$ cat src/rtl/sdram_pkg.sv
// Shared definitions for the SDRAM controller: state encodings, command
// encodings and pin widths used by the arbiter and the command engines.
package sdram_pkg;

    localparam int CMD_W  = 4;
    localparam int ADDR_W = 12;
    localparam int BANK_W = 2;

    localparam logic [4:0] ST_IDLE  = 5'b00001;
    localparam logic [4:0] ST_ARBIT = 5'b00010;
    localparam logic [4:0] ST_AREF  = 5'b00100;
    localparam logic [4:0] ST_WRITE = 5'b01000;
    localparam logic [4:0] ST_READ  = 5'b10000;

    typedef enum logic [4:0] {
        IDLE  = ST_IDLE,
        ARBIT = ST_ARBIT,
        AREF  = ST_AREF,
        WRITE = ST_WRITE,
        READ  = ST_READ
    } arb_state_t;

    // {cs_n, ras_n, cas_n, we_n}
    localparam logic [CMD_W-1:0] CMD_NOP  = 4'b0111;
    localparam logic [CMD_W-1:0] CMD_PRE  = 4'b0010;
    localparam logic [CMD_W-1:0] CMD_AREF = 4'b0001;
    localparam logic [CMD_W-1:0] CMD_ACT  = 4'b0011;
    localparam logic [CMD_W-1:0] CMD_WR   = 4'b0100;
    localparam logic [CMD_W-1:0] CMD_RD   = 4'b0101;
    localparam logic [CMD_W-1:0] CMD_MRS  = 4'b0000;

endpackage

$ cat src/rtl/sdram_svc_timer.sv
// Service watchdog: counts cycles while enabled and flags the cycle in which
// the count reaches MAX_CYC-1, so the owner can abandon a stuck service.
module sdram_svc_timer #(
    parameter int MAX_CYC = 1024,
    parameter int CNT_W   = 10
) (
    input  logic i_clk,
    input  logic i_rst_n,
    input  logic i_clear,
    input  logic i_enable,
    output logic o_expired
);

    logic [CNT_W-1:0] r_cnt;

    always_ff @(posedge i_clk or negedge i_rst_n) begin
        if (!i_rst_n) begin
            r_cnt <= '0;
        end else if (i_clear) begin
            r_cnt <= '0;
        end else if (i_enable) begin
            r_cnt <= r_cnt + CNT_W'(1);
        end
    end

    assign o_expired = i_enable && (r_cnt == CNT_W'(MAX_CYC - 1));

endmodule

$ cat src/rtl/sdram_arbit.sv
// SDRAM command-bus arbiter: after init hands over, grants refresh, write and
// read engines one at a time and drives the granted engine onto the pins.
module sdram_arbit
    import sdram_pkg::*;
#(
    parameter int MAX_CYC = 1024,
    parameter int CNT_W   = 10
) (
    input  logic              i_clk,
    input  logic              i_rst_n,
    input  logic              i_flag_init_end,
    input  logic [CMD_W-1:0]  i_init_cmd,
    input  logic [ADDR_W-1:0] i_init_addr,
    input  logic              i_ref_req,
    input  logic              i_flag_ref_end,
    input  logic [CMD_W-1:0]  i_aref_cmd,
    input  logic [ADDR_W-1:0] i_aref_addr,
    input  logic              i_wr_req,
    input  logic              i_flag_wr_end,
    input  logic [CMD_W-1:0]  i_wr_cmd,
    input  logic [ADDR_W-1:0] i_wr_addr,
    input  logic [BANK_W-1:0] i_wr_bank,
    input  logic              i_rd_req,
    input  logic              i_flag_rd_end,
    input  logic [CMD_W-1:0]  i_rd_cmd,
    input  logic [ADDR_W-1:0] i_rd_addr,
    input  logic [BANK_W-1:0] i_rd_bank,
    output logic              o_ref_en,
    output logic              o_wr_en,
    output logic              o_rd_en,
    output logic              o_ref_break,
    output logic [CMD_W-1:0]  o_sdram_cmd,
    output logic [ADDR_W-1:0] o_sdram_addr,
    output logic [BANK_W-1:0] o_sdram_bank,
    output logic [4:0]        o_arb_state,
    output logic              o_timeout_err
);

    arb_state_t r_state;
    logic       r_last_wr;
    logic       w_service;
    logic       w_end;
    logic       w_expired;

    assign w_service = (r_state == AREF) || (r_state == WRITE) || (r_state == READ);

    // Only the end flag of the engine currently holding the bus is honoured.
    always_comb begin
        w_end = 1'b0;
        case (r_state)
            AREF:    w_end = i_flag_ref_end;
            WRITE:   w_end = i_flag_wr_end;
            READ:    w_end = i_flag_rd_end;
            default: w_end = 1'b0;
        endcase
    end

    sdram_svc_timer #(
        .MAX_CYC (MAX_CYC),
        .CNT_W   (CNT_W)
    ) u_svc_timer (
        .i_clk     (i_clk),
        .i_rst_n   (i_rst_n),
        .i_clear   (!w_service),
        .i_enable  (w_service),
        .o_expired (w_expired)
    );

    always_ff @(posedge i_clk or negedge i_rst_n) begin
        if (!i_rst_n) begin
            r_state       <= IDLE;
            r_last_wr     <= 1'b0;
            o_ref_en      <= 1'b0;
            o_wr_en       <= 1'b0;
            o_rd_en       <= 1'b0;
            o_ref_break   <= 1'b0;
            o_timeout_err <= 1'b0;
        end else begin
            o_ref_en    <= 1'b0;
            o_wr_en     <= 1'b0;
            o_rd_en     <= 1'b0;
            o_ref_break <= ((r_state == WRITE) || (r_state == READ)) && i_ref_req;
            case (r_state)
                IDLE: begin
                    if (i_flag_init_end) r_state <= ARBIT;
                end
                ARBIT: begin
                    // A simultaneous write/read pair alternates on the last burst type.
                    if (i_ref_req) begin
                        r_state  <= AREF;
                        o_ref_en <= 1'b1;
                    end else if (i_wr_req && !(i_rd_req && r_last_wr)) begin
                        r_state   <= WRITE;
                        o_wr_en   <= 1'b1;
                        r_last_wr <= 1'b1;
                    end else if (i_rd_req) begin
                        r_state   <= READ;
                        o_rd_en   <= 1'b1;
                        r_last_wr <= 1'b0;
                    end
                end
                AREF, WRITE, READ: begin
                    if (w_end) begin
                        r_state <= ARBIT;
                    end else if (w_expired) begin
                        r_state       <= ARBIT;
                        o_timeout_err <= 1'b1;
                    end
                end
                default: r_state <= IDLE;
            endcase
        end
    end

    always_comb begin
        o_sdram_cmd  = CMD_NOP;
        o_sdram_addr = '0;
        o_sdram_bank = '0;
        case (r_state)
            IDLE: begin
                o_sdram_cmd  = i_init_cmd;
                o_sdram_addr = i_init_addr;
            end
            AREF: begin
                o_sdram_cmd  = i_aref_cmd;
                o_sdram_addr = i_aref_addr;
            end
            WRITE: begin
                o_sdram_cmd  = i_wr_cmd;
                o_sdram_addr = i_wr_addr;
                o_sdram_bank = i_wr_bank;
            end
            READ: begin
                o_sdram_cmd  = i_rd_cmd;
                o_sdram_addr = i_rd_addr;
                o_sdram_bank = i_rd_bank;
            end
            default: begin
                o_sdram_cmd  = CMD_NOP;
                o_sdram_addr = '0;
                o_sdram_bank = '0;
            end
        endcase
    end

    assign o_arb_state = r_state;

endmodule

$ cat config.mk
export PLATFORM = sky130hd
export DESIGN_NAME = sdram_arbit
export DESIGN_NICKNAME = d
export VERILOG_FILES = /design/src/rtl/sdram_pkg.sv /design/src/rtl/sdram_svc_timer.sv /design/src/rtl/sdram_arbit.sv
export SDC_FILE = /design/constraint.sdc
export NUM_CORES = 1
export LEC_CHECK = 0
export ABC_AREA = 1
export CORE_MARGIN = 8
export CORE_UTILIZATION = 30
export DETAILED_ROUTE_END_ITERATION = 10
export PLACE_DENSITY = 0.71
export SYNTH_ARGS = -nofsm -noshare
export SYNTH_HDL_FRONTEND = slang
export SYNTH_SLANG_ARGS = --single-unit
$ cat constraint.sdc
create_clock -name i_clk -period 1.8 [get_ports i_clk]
set_input_delay 0.27 -clock i_clk [delete_from_list [all_inputs] [get_ports i_clk]]
set_output_delay 0.27 -clock i_clk [all_outputs]
set_load 0.005 [all_outputs]
==> flow_summary.toml <==
[timing]
period_needed_ps = 1950
worst_slack_ps = -147
setup_viol = 17
worst_pin_slew_ps = 278
hold_viol_final = 0
holdWs_ps = 246
relSlewSlack_pct = 81.4
fmax_ghz = 0.514
final.setup_skew_ps = 2.37
rsz0062_at_grt = "true"
drv_slew = 0
fin_crit_sh_pct = 108

[finish]
antenna_cells = 0
final_nets = 442
drive_gt1_share_pct = 25.3
synthToLayoutAreaGrowth_pct = 103
seq_area_sq_um = 528
num-fill-cells = 437
multi_input_area_sq_um = 845

[routing]
first_pass_iters = 4
ant_nets = 0
drc_errors = 0
vias_per_cell = 4.59
num_vias = 1974
routedWlPerCell_um = 14.1
wl_um = 6070
initialDrtViolationCount = 76

[critical_path]
arrival_ps = 1680
crit_type = "register to output port"
cp-end-kind = "output port"
crit_required_ps = 1530
cp_max_fo = 4
start_kind = "register"

[outcome]
failed_checks = "setup timing"
outcome = "finished with violations"

[floorplanning]
dieArea_sq_um = 7440
die_w_um = 86.3
fp.dieH_um = 86.3
fp-row-count = 25
core_area_sq_um = 4750
ioPinCount = 105
start_util_pct = 31.2

[power]
ir_worst_vdd_mv = 0.511
cellPowerDensity_nw_per_um2 = 882
p_total_mw = 2.65
p_leak_nw = 1.37

[synth]
post_synth.cell_area_avg_sq_um = 6.86
async_flop_share_pct = 100
synth.most_common_cell = "nand2_1"
syn_inst = 216
synth_flop_cell = "dfrtp_1"
seq_area_frac_synth_pct = 35.6
ys_seq_elements = 21
synthMuxAreaShare_pct = 0
yosys_warnings = 0
synth_top_family_by_area = "simple AND/OR/NAND/NOR gates"
synth_edf_count = 0
yosysTopAreaCellShare_pct = 33.8
synth_common_cells = "86 x nand2_1, 21 x inv_1, 20 x dfrtp_1"
synth_top_cell_by_area = "dfrtp_1"
synth-adder-area-share_pct = 0.845
synth_simple_gate_area_share_pct = 46.9
synth_area_sq_um = 1480
ys_top_cells_by_area = "dfrtp_1 34%, nand2_1 22%, nand4_1 8.0%"
syn-num-nets = 294
yosysUniqueCellTypes = 27
synth-compound-area-share_pct = 6.59
synth_xor_xnor_area_share_pct = 0.591

[run]
drv_cap = 0

[clock_tree]
cts_hold_buf = 0
cts_tree = "built"
root_buffer = "clkbuf_8"
clk_pin_slew_ps = 80
clock_latency_ps = 260
cts_max_level = 1
cts_made_buffers = 3
clk_path_buf_depth = 2
clock-sinks = 21

[place]
gp_congestion = 0.874
io_buffers = 104
dp_hpwl_um = 4840

[global_route]
grt_max_degree = 17
grtUsageTotal_pct = 16.2
grt_pass1_wl_um = 9880
grt-ovfl-total = 0
antenna_found_initial = 0
grt_pass1_vias = 2070

[worst_hold_path]
hold_path.class = "primary input to async pin"
-- flip-flops by register name, indices dropped and copies added, names as in the netlist --
| name | flops |
|---|---|
| u_svc_timer.r_cnt | 10 |
| o_wr_en | 1 |
| o_timeout_err | 1 |
| o_ref_en | 1 |
| o_rd_en | 1 |
| o_arb_state | 5 |
| r_last_wr | 1 |
| o_ref_break | 1 |
-- metal layers --
layer	part of all wire [%]	global-route usage (%)	vias up	wire length (um)
met2	55	30.7	74	3340
met4	2.6	3.44	0	157
met1	37	18.1	893	2260
met5	0	0	-	0
li1	-	-	995	-
met3	5.2	3.31	12	318
-- logic make-up (layout without fill, tap and decap cells) --
kind of cell             Yosys count  in the layout
AND/OR/NAND/NOR                  144            144
buffers and inverters             32            179
flip-flops                        21             21
AO/OA/AOI/OAI                     17             17
adder cells (fa/ha/maj)            1              1
XOR/XNOR                           1              1
-- layout by cell type (no fill, tap or decap) --
| cell | n |
|---|---|
| dfrtp_2 | 1 |
| buf_12 | 5 |
| dfstp_2 | 1 |
| nor2_1 | 18 |
| dlygate4sd2_1 | 1 |
| o21ai_0 | 5 |
| nand3_1 | 4 |
| nand2_1 | 85 |
| inv_1 | 20 |
| inv_2 | 5 |
| ha_1 | 1 |
| nand3_2 | 2 |
| nor3_2 | 2 |
| inv_6 | 2 |
| nor3_1 | 2 |
| a31o_2 | 1 |
| clkdlybuf4s50_1 | 85 |
| inv_4 | 1 |
| clkinv_2 | 1 |
| nand4_1 | 19 |
| buf_4 | 29 |
| nand3_4 | 3 |
| dfrtp_1 | 19 |
| buf_6 | 8 |
| nor2_4 | 3 |
| buf_16 | 1 |
| clkbuf_8 | 3 |
| xor2_1 | 1 |
| nand2_4 | 1 |
| a22o_1 | 2 |
| nand4_4 | 1 |
| nand4_2 | 1 |
| buf_2 | 18 |
| o22ai_1 | 1 |
| a21oi_1 | 8 |
| nand2_2 | 3 |
-- power by group --
| part | internal [mW] | switching (mW) | total [mW] |
|---|---|---|---|
| registers | 0.536 | 0.0500 | 0.586 |
| logic | 1.00 | 0.754 | 1.76 |
| clock network | 0.154 | 0.155 | 0.309 |
-- cell type report --
| type | instances | area share (%) |
|---|---|---|
| repair buffers | 147 | 46.1 |
| flip-flops and latches | 21 | 17.6 |
| well taps | 67 | 2.79 |
| clock buffers | 3 | 1.37 |
| clock inverters | 1 | 0.167 |
| multi-input cells | 163 | 28.1 |
| inverters | 28 | 3.91 |
-- stage by stage --
stage               TNS [ps]  cells  setup WS, ps  cell area, sq um  util (%)
floorplan                  0    216           374              1480         -
global placement       -1820    410          -135              2830      59.4
detailed placement     -2070    410          -150              2830      59.4
CTS                    -1020    428          -124              2970      62.5
global route           -3410    430          -239              3010      63.2
finish                 -1760    430          -147              3010      63.2
-- final timing paths --
kind                                     start  slack (ps)  cells after the start              to
worst max-delay path            o_arb_state[1]        -150                      9  o_sdram_cmd[0]
worst min-delay path                   i_rst_n         250                      1         o_wr_en
worst max register to register  o_arb_state[1]         160                     10  o_arb_state[4]
worst min register to register   o_timeout_err         470                      1   o_timeout_err
max in group asynchronous              i_rst_n        1040                      2  o_arb_state[2]
min in group i_clk               o_timeout_err         470                      1   o_timeout_err
-- worst max-delay path, stage by stage, from the launching register on --
cell     delay (ps)
dfrtp_1         420
nor2_4          230
buf_12          140
nand4_4          90
buf_6           150
nand3_4          60
inv_4            40
nand2_4          60
nand4_1          80
buf_2           140
-- what timing repair did --
| item | 4_1_cts | 5_1_grt |
|---|---|---|
| pin swaps | 7 | 2 |
| resized for setup | 89 | 4 |
| cloned | 1 | 0 |
| setup endpoints to repair | 18 | 18 |
| setup buffers | 15 | 2 |
Power figures use the tool's default switching activity.
